`src/rtl/vram_arbiter.sv`:
```
// Pixel RAM arbiter: VGA scan-out reads first, then the framebuffer clear engine
// (present when VRAM_CLEAR_EN is defined), then two round-robin pixel writers.
module vram_arbiter #(
  parameter int FB_W        = 160,
  parameter int FB_H        = 120,
  parameter int SCALE_SHIFT = 2,
  parameter int ADDR_W      = 15,
  parameter int DATA_W      = 8
) (
  input  logic                  clk,
  input  logic                  reset,
  input  logic                  p_tick,
  input  logic                  video_on,
  input  logic                  hsync,
  input  logic                  vsync,
  input  logic [9:0]            x,
  input  logic [9:0]            y,
  input  logic [1:0]            wr_req,
  input  logic [2*ADDR_W-1:0]   wr_addr,
  input  logic [2*DATA_W-1:0]   wr_data,
  output logic [1:0]            wr_ack,
  output logic                  wr_err,
  input  logic                  clr_req,
  input  logic [DATA_W-1:0]     clr_color,
  output logic                  clr_busy,
  output logic [ADDR_W-1:0]     mem_addr,
  output logic                  mem_we,
  output logic [DATA_W-1:0]     mem_wdata,
  input  logic [DATA_W-1:0]     mem_rdata,
  output logic                  hsync_o,
  output logic                  vsync_o,
  output logic                  video_on_o,
  output logic [7:0]            red,
  output logic [7:0]            green,
  output logic [7:0]            blue
);

  localparam int FB_SIZE = FB_W * FB_H;
  localparam logic [ADDR_W-1:0] LAST_ADDR = ADDR_W'(FB_SIZE - 1);

  logic              scan;
  logic [ADDR_W-1:0] scan_addr;
  logic              last_grant;
  logic              gnt_idx;
  logic              grant_v;
  logic [ADDR_W-1:0] sel_addr;
  logic [DATA_W-1:0] sel_data;
  logic              sel_oor;
  logic [ADDR_W-1:0] clr_cnt;
  logic [DATA_W-1:0] clr_col;

  assign scan      = p_tick & video_on;
  assign scan_addr = ADDR_W'(((32'(y) >> SCALE_SHIFT) * 32'(FB_W)) + (32'(x) >> SCALE_SHIFT));

  // On a conflict the writer that did not win last time gets the slot.
  assign gnt_idx  = (&wr_req) ? ~last_grant : wr_req[1];
  assign grant_v  = ~scan & ~clr_busy & (|wr_req);
  assign sel_addr = gnt_idx ? wr_addr[2*ADDR_W-1:ADDR_W] : wr_addr[ADDR_W-1:0];
  assign sel_data = gnt_idx ? wr_data[2*DATA_W-1:DATA_W] : wr_data[DATA_W-1:0];
  assign sel_oor  = (32'(sel_addr) >= 32'(FB_SIZE));

`ifdef VRAM_CLEAR_EN
  // state   | meaning
  // S_IDLE  | no clear running, writers own the free cycles
  // S_CLEAR | one framebuffer address written per free cycle
  typedef enum logic {S_IDLE = 1'b0, S_CLEAR = 1'b1} clr_state_t;
  clr_state_t state, state_nxt;

  always_ff @(posedge clk or posedge reset) begin
    if (reset) state <= S_IDLE;
    else       state <= state_nxt;
  end

  always_comb begin
    state_nxt = state;
    case (state)
      S_IDLE:  if (clr_req) state_nxt = S_CLEAR;
      S_CLEAR: if (!scan && clr_cnt == LAST_ADDR) state_nxt = S_IDLE;
      default: state_nxt = S_IDLE;
    endcase
  end

  always_comb begin
    clr_busy = (state == S_CLEAR);
  end

  always_ff @(posedge clk or posedge reset) begin
    if (reset) begin
      clr_cnt <= '0;
      clr_col <= '0;
    end else if (state == S_IDLE && clr_req) begin
      clr_cnt <= '0;
      clr_col <= clr_color;
    end else if (state == S_CLEAR && !scan) begin
      clr_cnt <= clr_cnt + ADDR_W'(1);
    end
  end
`else
  logic unused_clr;
  assign unused_clr = ^{clr_req, clr_color};
  assign clr_busy   = 1'b0;
  assign clr_cnt    = '0;
  assign clr_col    = '0;
`endif

  always_comb begin
    mem_addr  = '0;
    mem_we    = 1'b0;
    mem_wdata = '0;
    wr_ack    = '0;
    wr_err    = 1'b0;
    if (scan) begin
      mem_addr = scan_addr;
    end else if (clr_busy) begin
      mem_addr  = clr_cnt;
      mem_we    = 1'b1;
      mem_wdata = clr_col;
    end else if (grant_v) begin
      mem_addr        = sel_addr;
      mem_wdata       = sel_data;
      mem_we          = ~sel_oor;
      wr_ack[gnt_idx] = 1'b1;
      wr_err          = sel_oor;
    end
  end

  always_ff @(posedge clk or posedge reset) begin
    if (reset)        last_grant <= 1'b1;
    else if (grant_v) last_grant <= gnt_idx;
  end

  // Two-stage alignment: address cycle, RAM read cycle, then RGB register.
  logic scan_d1, vid_d1, hs_d1, vs_d1;

  always_ff @(posedge clk or posedge reset) begin
    if (reset) begin
      scan_d1    <= 1'b0;
      vid_d1     <= 1'b0;
      hs_d1      <= 1'b0;
      vs_d1      <= 1'b0;
      hsync_o    <= 1'b0;
      vsync_o    <= 1'b0;
      video_on_o <= 1'b0;
      red        <= '0;
      green      <= '0;
      blue       <= '0;
    end else begin
      scan_d1    <= scan;
      vid_d1     <= video_on;
      hs_d1      <= hsync;
      vs_d1      <= vsync;
      hsync_o    <= hs_d1;
      vsync_o    <= vs_d1;
      video_on_o <= vid_d1;
      if (!vid_d1) begin
        red   <= '0;
        green <= '0;
        blue  <= '0;
      end else if (scan_d1) begin
        red   <= {mem_rdata[7:5], mem_rdata[7:5], mem_rdata[7:6]};
        green <= {mem_rdata[4:2], mem_rdata[4:2], mem_rdata[4:3]};
        blue  <= {mem_rdata[1:0], mem_rdata[1:0], mem_rdata[1:0], mem_rdata[1:0]};
      end
    end
  end

endmodule

```
`config.mk`:
```
export PLATFORM = sky130hd
export DESIGN_NAME = vram_arbiter
export DESIGN_NICKNAME = d
export VERILOG_FILES = /design/src/rtl/vram_arbiter.sv
export SDC_FILE = /design/constraint.sdc
export NUM_CORES = 1
export LEC_CHECK = 0
export CORE_ASPECT_RATIO = 2
export CORE_MARGIN = 4
export CORE_UTILIZATION = 32
export CTS_CLUSTER_SIZE = 8
export DETAILED_ROUTE_END_ITERATION = 8
export PLACE_DENSITY = 0.79
export SYNTH_ARGS = -nofsm -noshare
export SYNTH_HDL_FRONTEND = slang
export SYNTH_SLANG_ARGS = --single-unit
```
`constraint.sdc`:
```
create_clock -name clk -period 2.4 [get_ports clk]
set_input_delay 0.24 -clock clk [delete_from_list [all_inputs] [get_ports clk]]
set_output_delay 0.24 -clock clk [all_outputs]
set_load 0.05 [all_outputs]
```
# Word-level counts from Yosys, hierarchy flattened
# Cells that the tools add are included.
dict set report op_classes {
  n_mul 1
  magnitude_cmp 3
  n_eq_ne 1
  n_mux 21
  n_addsub 1
  n_bitwise 5
  n_reduce_logical 3
}
# cell count
set op_table {}
lappend op_table {{two-way mux 8 bit} 9}
lappend op_table {{two-way mux 15 bit} 3}
lappend op_table {{adder 15 x 8 -> 15 bit} 1}
lappend op_table {{greater-or-equal comparator 15 bit, second input constant} 1}
lappend op_table {{multiplier 8 x 3 -> 10 bit, second input constant} 1}
lappend op_table {{two-way mux 1 bit} 6}
lappend op_table {{two-way mux 2 bit} 2}
lappend op_table {{inverter 1 bit} 3}
lappend op_table {{AND 1 bit} 2}
lappend op_table {{< comparator 1 x 2 -> 1 bit, second input constant} 1}
lappend op_table {{!= test 2 bit, second input constant} 1}
lappend op_table {{AND reduction 2 bit} 1}
lappend op_table {{OR reduction 2 bit} 1}
lappend op_table {{demux 1 bit (select 1 bit)} 1}
lappend op_table {{greater-or-equal comparator 1 bit, second input constant} 1}
lappend op_table {{logical AND 1 bit} 1}
dict set report totals {
  out_inout_bits 55
  inputBits 91
  elab_cells 46
  reg_bits 32
}

# Depth between registers and ports, before layout
dict set report logic_depth {
  word_depth 8
  ltp_mapped 10
  ltp_nobuf 10
}

# Worst setup path before layout
# OpenSTA, ideal clock, no wires.
dict set report synth_path {
  path_kind {in2out}
  start {input y[3]}
  end {output mem_addr[11]}
  path_buffers 0
  required_time_ns 2.160
  arrival_time_ns 2.729
  cell_stages 9
  slack_ns -0.569
  path_cell_list {ha_1 ha_1 inv_1 fa_1 xnor2_1 nand2b_1 nor2_1 xnor2_1 o21ai_0}
}
dict set report synth_between {
  elab_chain_cells 3
}
# element line_no
set synth_lines {}
lappend synth_lines {{from (decl)} 17} ;# input logic [9:0] y,
lappend synth_lines {{multiplier 8 x 3 -> 10 bit} 53} ;# assign scan_addr = ADDR_W'(((32'(y) >> SCALE_SHIFT) * 32'(FB_W)) + (32'(x) >> SCALE_SHIFT));
lappend synth_lines {{adder 15 x 8 -> 15 bit} 53}
lappend synth_lines {{two-way mux 15 bit} 112} ;# if (scan) begin
lappend synth_lines {{to (decl)} 26} ;# output logic [ADDR_W-1:0] mem_addr,
# Every way passes these cells.

# Final worst setup path
dict set report layout_path {
  start {input y[6]}
  end {output mem_addr[14]}
}
# The elaborated chain is that of the path after synthesis.

==> results.tsv <==
stage	metric	value	unit
worst_setup_path	CP top delay family	adder cells	
logic_synthesis	Top FF cell, synth	dfrtp_1	
cells_and_area	Layout Nets	448	
logic_synthesis	Simple-Gate Fraction of Synth Area	14.28	%
run_status	outcome	finished, violations left	
routing	vias	1992	
cts	CTS Sinks	16	
die	Core Region	5139	sq um
logic_synthesis	Syn Nets	295	
cts	Worst-path clk slew	0.06	ns
worst_setup_path	crit-path max FO	2	
logic_synthesis	EDFF count, synth	0	
worst_setup_path	kind of critical path	in2out	
global_route	first-pass GRT wire length	10080	um
timing	Fin Hold WS	0.3455	ns
cts	CTS root buffer	clkbuf_8	
worst_setup_path	worst r2r path cells	4	
routing	via/cell ratio	5.018	
cells_and_area	commonest cells after routing, fill and taps aside	95 x clkdlybuf4s50_1, 51 x buf_4, 22 x mux2i_1, 16 x buf_12, 15 x dfrtp_1	
power	pwr dens	459.3	nW/um^2
worst_setup_path	Critical Path AT	2.39	ns
logic_synthesis	Synth async-reset ratio	100.0	%
worst_setup_path	stages on the worst setup path	11	
timing	Post-Route Skew	0.002922	ns
routing	final WL	6538	um
die	Starting Density	32.75	%
timing	Max-slew headroom	62.39	%
global_route	vias in the first global route	2200	
global_route	Congestion Overflow GR	0	
logic_synthesis	Syn Inst Count	187	
worst_setup_path	Setup crit start	y[6]	
cells_and_area	post-route insts no fill	397	
global_route	Total GRT Usage	19.79	%
die	Die W	59.28	um
cells_and_area	area added between synthesis and finish	122.5	%
global_route	largest net degree at the start of global routing	17	
routing	post-route ant nets	0	
die	DIE AREA	6554	sq um
cts	Max clock buf depth	2	
worst_setup_path	CP Capture Type	output pin	
logic_synthesis	sequential-to-total area share from yosys stat	23.87	%
timing	Worst-Margin Slew	0.5635	ns
worst_setup_path	Cell Chain, Critical Path	buf_4, ha_4, inv_2, fa_2, xnor2_2, nand2b_1, nor2_2, nand4_4, xnor2_4, o21ai_4, buf_12	
timing	fin. max-slew vios	0	
cts	clock latency on the worst-skew pair	0.24	ns
logic_synthesis	Avg Synthesized Cell Area	8.999	sq um
worst_hold_path	HP Class	in2async	
logic_synthesis	largest family of logic cells by synthesized area	compound AO/OA/AOI/OAI gates	
logic_synthesis	unique cell type count in the Yosys netlist	39	
logic_synthesis	Synth Area in Compound Gates	17.32	%
timing	Final period util	109.5	%
cts	CTS tree	built	
worst_setup_path	Worst Setup Start Kind	input port	
cells_and_area	# diodes	0	
worst_setup_path	WP buf/inv	3	
die	Rows	37	
cells_and_area	Finished Cell Area	3745	sq um
power	Final Power	1.720	mW
worst_setup_path	reg2reg start	last_grant	
worst_setup_path	crit-path max cell delay	0.44	ns
routing	Pre-Repair DR Iteration Count	4	
timing	final count of hold timing violations	0	
logic_synthesis	synthesized area	1683	sq um
worst_setup_path	WP data required	2.16	ns
timing	worst setup margin	-0.2282	ns
placement	Post-DP Area	3398	sq um
placement	Place WS	-0.6825	ns
placement	hpwl dp	5390	um
timing	endpoints failing setup	4	
timing	fin crit period	2.628	ns
timing	fmax	0.3805	GHz
worst_setup_path	Slowest cell on crit path	fa_2	
cells_and_area	layout cells sized above 1	36.58	%
cts	htree depth	1	
logic_synthesis	fraction of synthesized cell area in xor and xnor cells	5.204	%
logic_synthesis	synth warn	0	
global_route	initial antenna violation count	0	
flow_run	Max Cap Viol	0	
power	VDD IR max	315.2	uV
cells_and_area	most common cell after layout, fill and taps aside	clkdlybuf4s50_1	
timing	RSZ-0062 raised after global routing	true	
logic_synthesis	proportion of synthesized area in mux cells	13.75	%
run_status	failing checks	negative setup slack	
die	Top Ports	146	
die	DIE HEIGHT	110.6	um
logic_synthesis	Post-Synth Adder-Cell Area	13.53	%
cts	CTS Buf Count	3	
placement	gpl congestion	0.8519	
routing	WL/cell	16.47	um
power	Pleak	1.585	nW
placement	DP Cell Count	389	
placement	port bufs	131	
routing	# DRC	0	
routing	number of DRC markers in iteration 0	43	
logic_synthesis	Yosys reg bits	16	
## area by class of cell
class,count,area (sq um)
inverters,10,37.54
repair buffers,171,1752
multi-input cells,138,1436
well taps,58,72.57
clock buffers,4,45.04
fillers,341,1394
flip-flops and latches,16,401.6
## flip-flops by register name, summed over array words and instances (netlist names)
signal and flops:
blue 2, green 3, hs_d1 1, hsync_o 1, last_grant 1, red 3, scan_d1 1, vid_d1 1
video_on_o 1, vs_d1 1, vsync_o 1
## final timing paths
path | to | slack, ns
max | mem_addr[14] | -0.23
min | vs_d1 | 0.35
max reg2reg | last_grant | 1.03
min reg2reg | hsync_o | 0.35
max in group asynchronous | last_grant | 1.68
min in group clk | hsync_o | 0.35
## Yosys cell counts, types with 6 or more instances
cell | n | area share, %
inv_1 | 10 | 2.2
o22ai_1 | 7 | 2.6
nor2_1 | 13 | 2.9
nand2_1 | 11 | 2.5
mux2i_1 | 22 | 13
ha_1 | 15 | 11
nor2b_1 | 11 | 4.1
xnor2_1 | 6 | 3.1
o21ai_0 | 9 | 2.7
a22o_1 | 8 | 4.2
dfrtp_1 | 15 | 22
buf_4 | 18 | 8.0
## through the flow
stage	utilization (%)	setup TNS, ns
floorplan	-	-0.07587
global placement	66.13	-2.825
detailed placement	66.13	-2.930
CTS	71.93	-0.4993
global route	72.88	-0.9798
finish	72.88	-0.6147
## repair_timing
item / 4_1_cts / 5_1_grt
pin swaps: 20 / 5
buffers inserted: 5 / 1
gates resized for setup: 68 / 11
setup endpoints to repair: 7 / 6
hold buffers: 0 / 0
## worst register-to-register path: cells and delay by family (launching register included)
kind	cells	cell delay (ns)
simple gates	1	0.29
compound gates	2	0.29
flops	1	0.56
buf+inv	1	0.16
## power breakdown
part | internal (mW) | total (mW) | leakage (nW) | switching [mW]
clock | 0.117 | 0.200 | 0.0228 | 0.0824
sequential | 0.286 | 0.301 | 0.202 | 0.0147
combinational | 0.597 | 1.22 | 1.36 | 0.622
total | 1.00 | 1.72 | 1.59 | 0.719
## cell families after synthesis
family | count (synthesis)
and+or+nand+nor | 46
DFF | 16
adders and majority gates | 17
buffers and inverters | 33
other | 1
muxes | 23
AOI/OAI and AO/OA | 41
xor gates and xnor gates | 10
## metal layers
| layer | vias up | track usage (%) | part of all wire [%] |
|---|---|---|---|
| met2 | 106 | 39.88 | 59 |
| li1 | 947 | - | - |
| met4 | 0 | 7.413 | 3.0 |
| met3 | 17 | 3.041 | 6.8 |
| met5 | - | 0 | 0 |
| met1 | 922 | 17.79 | 31 |
(Power assumes the default switching activity.)
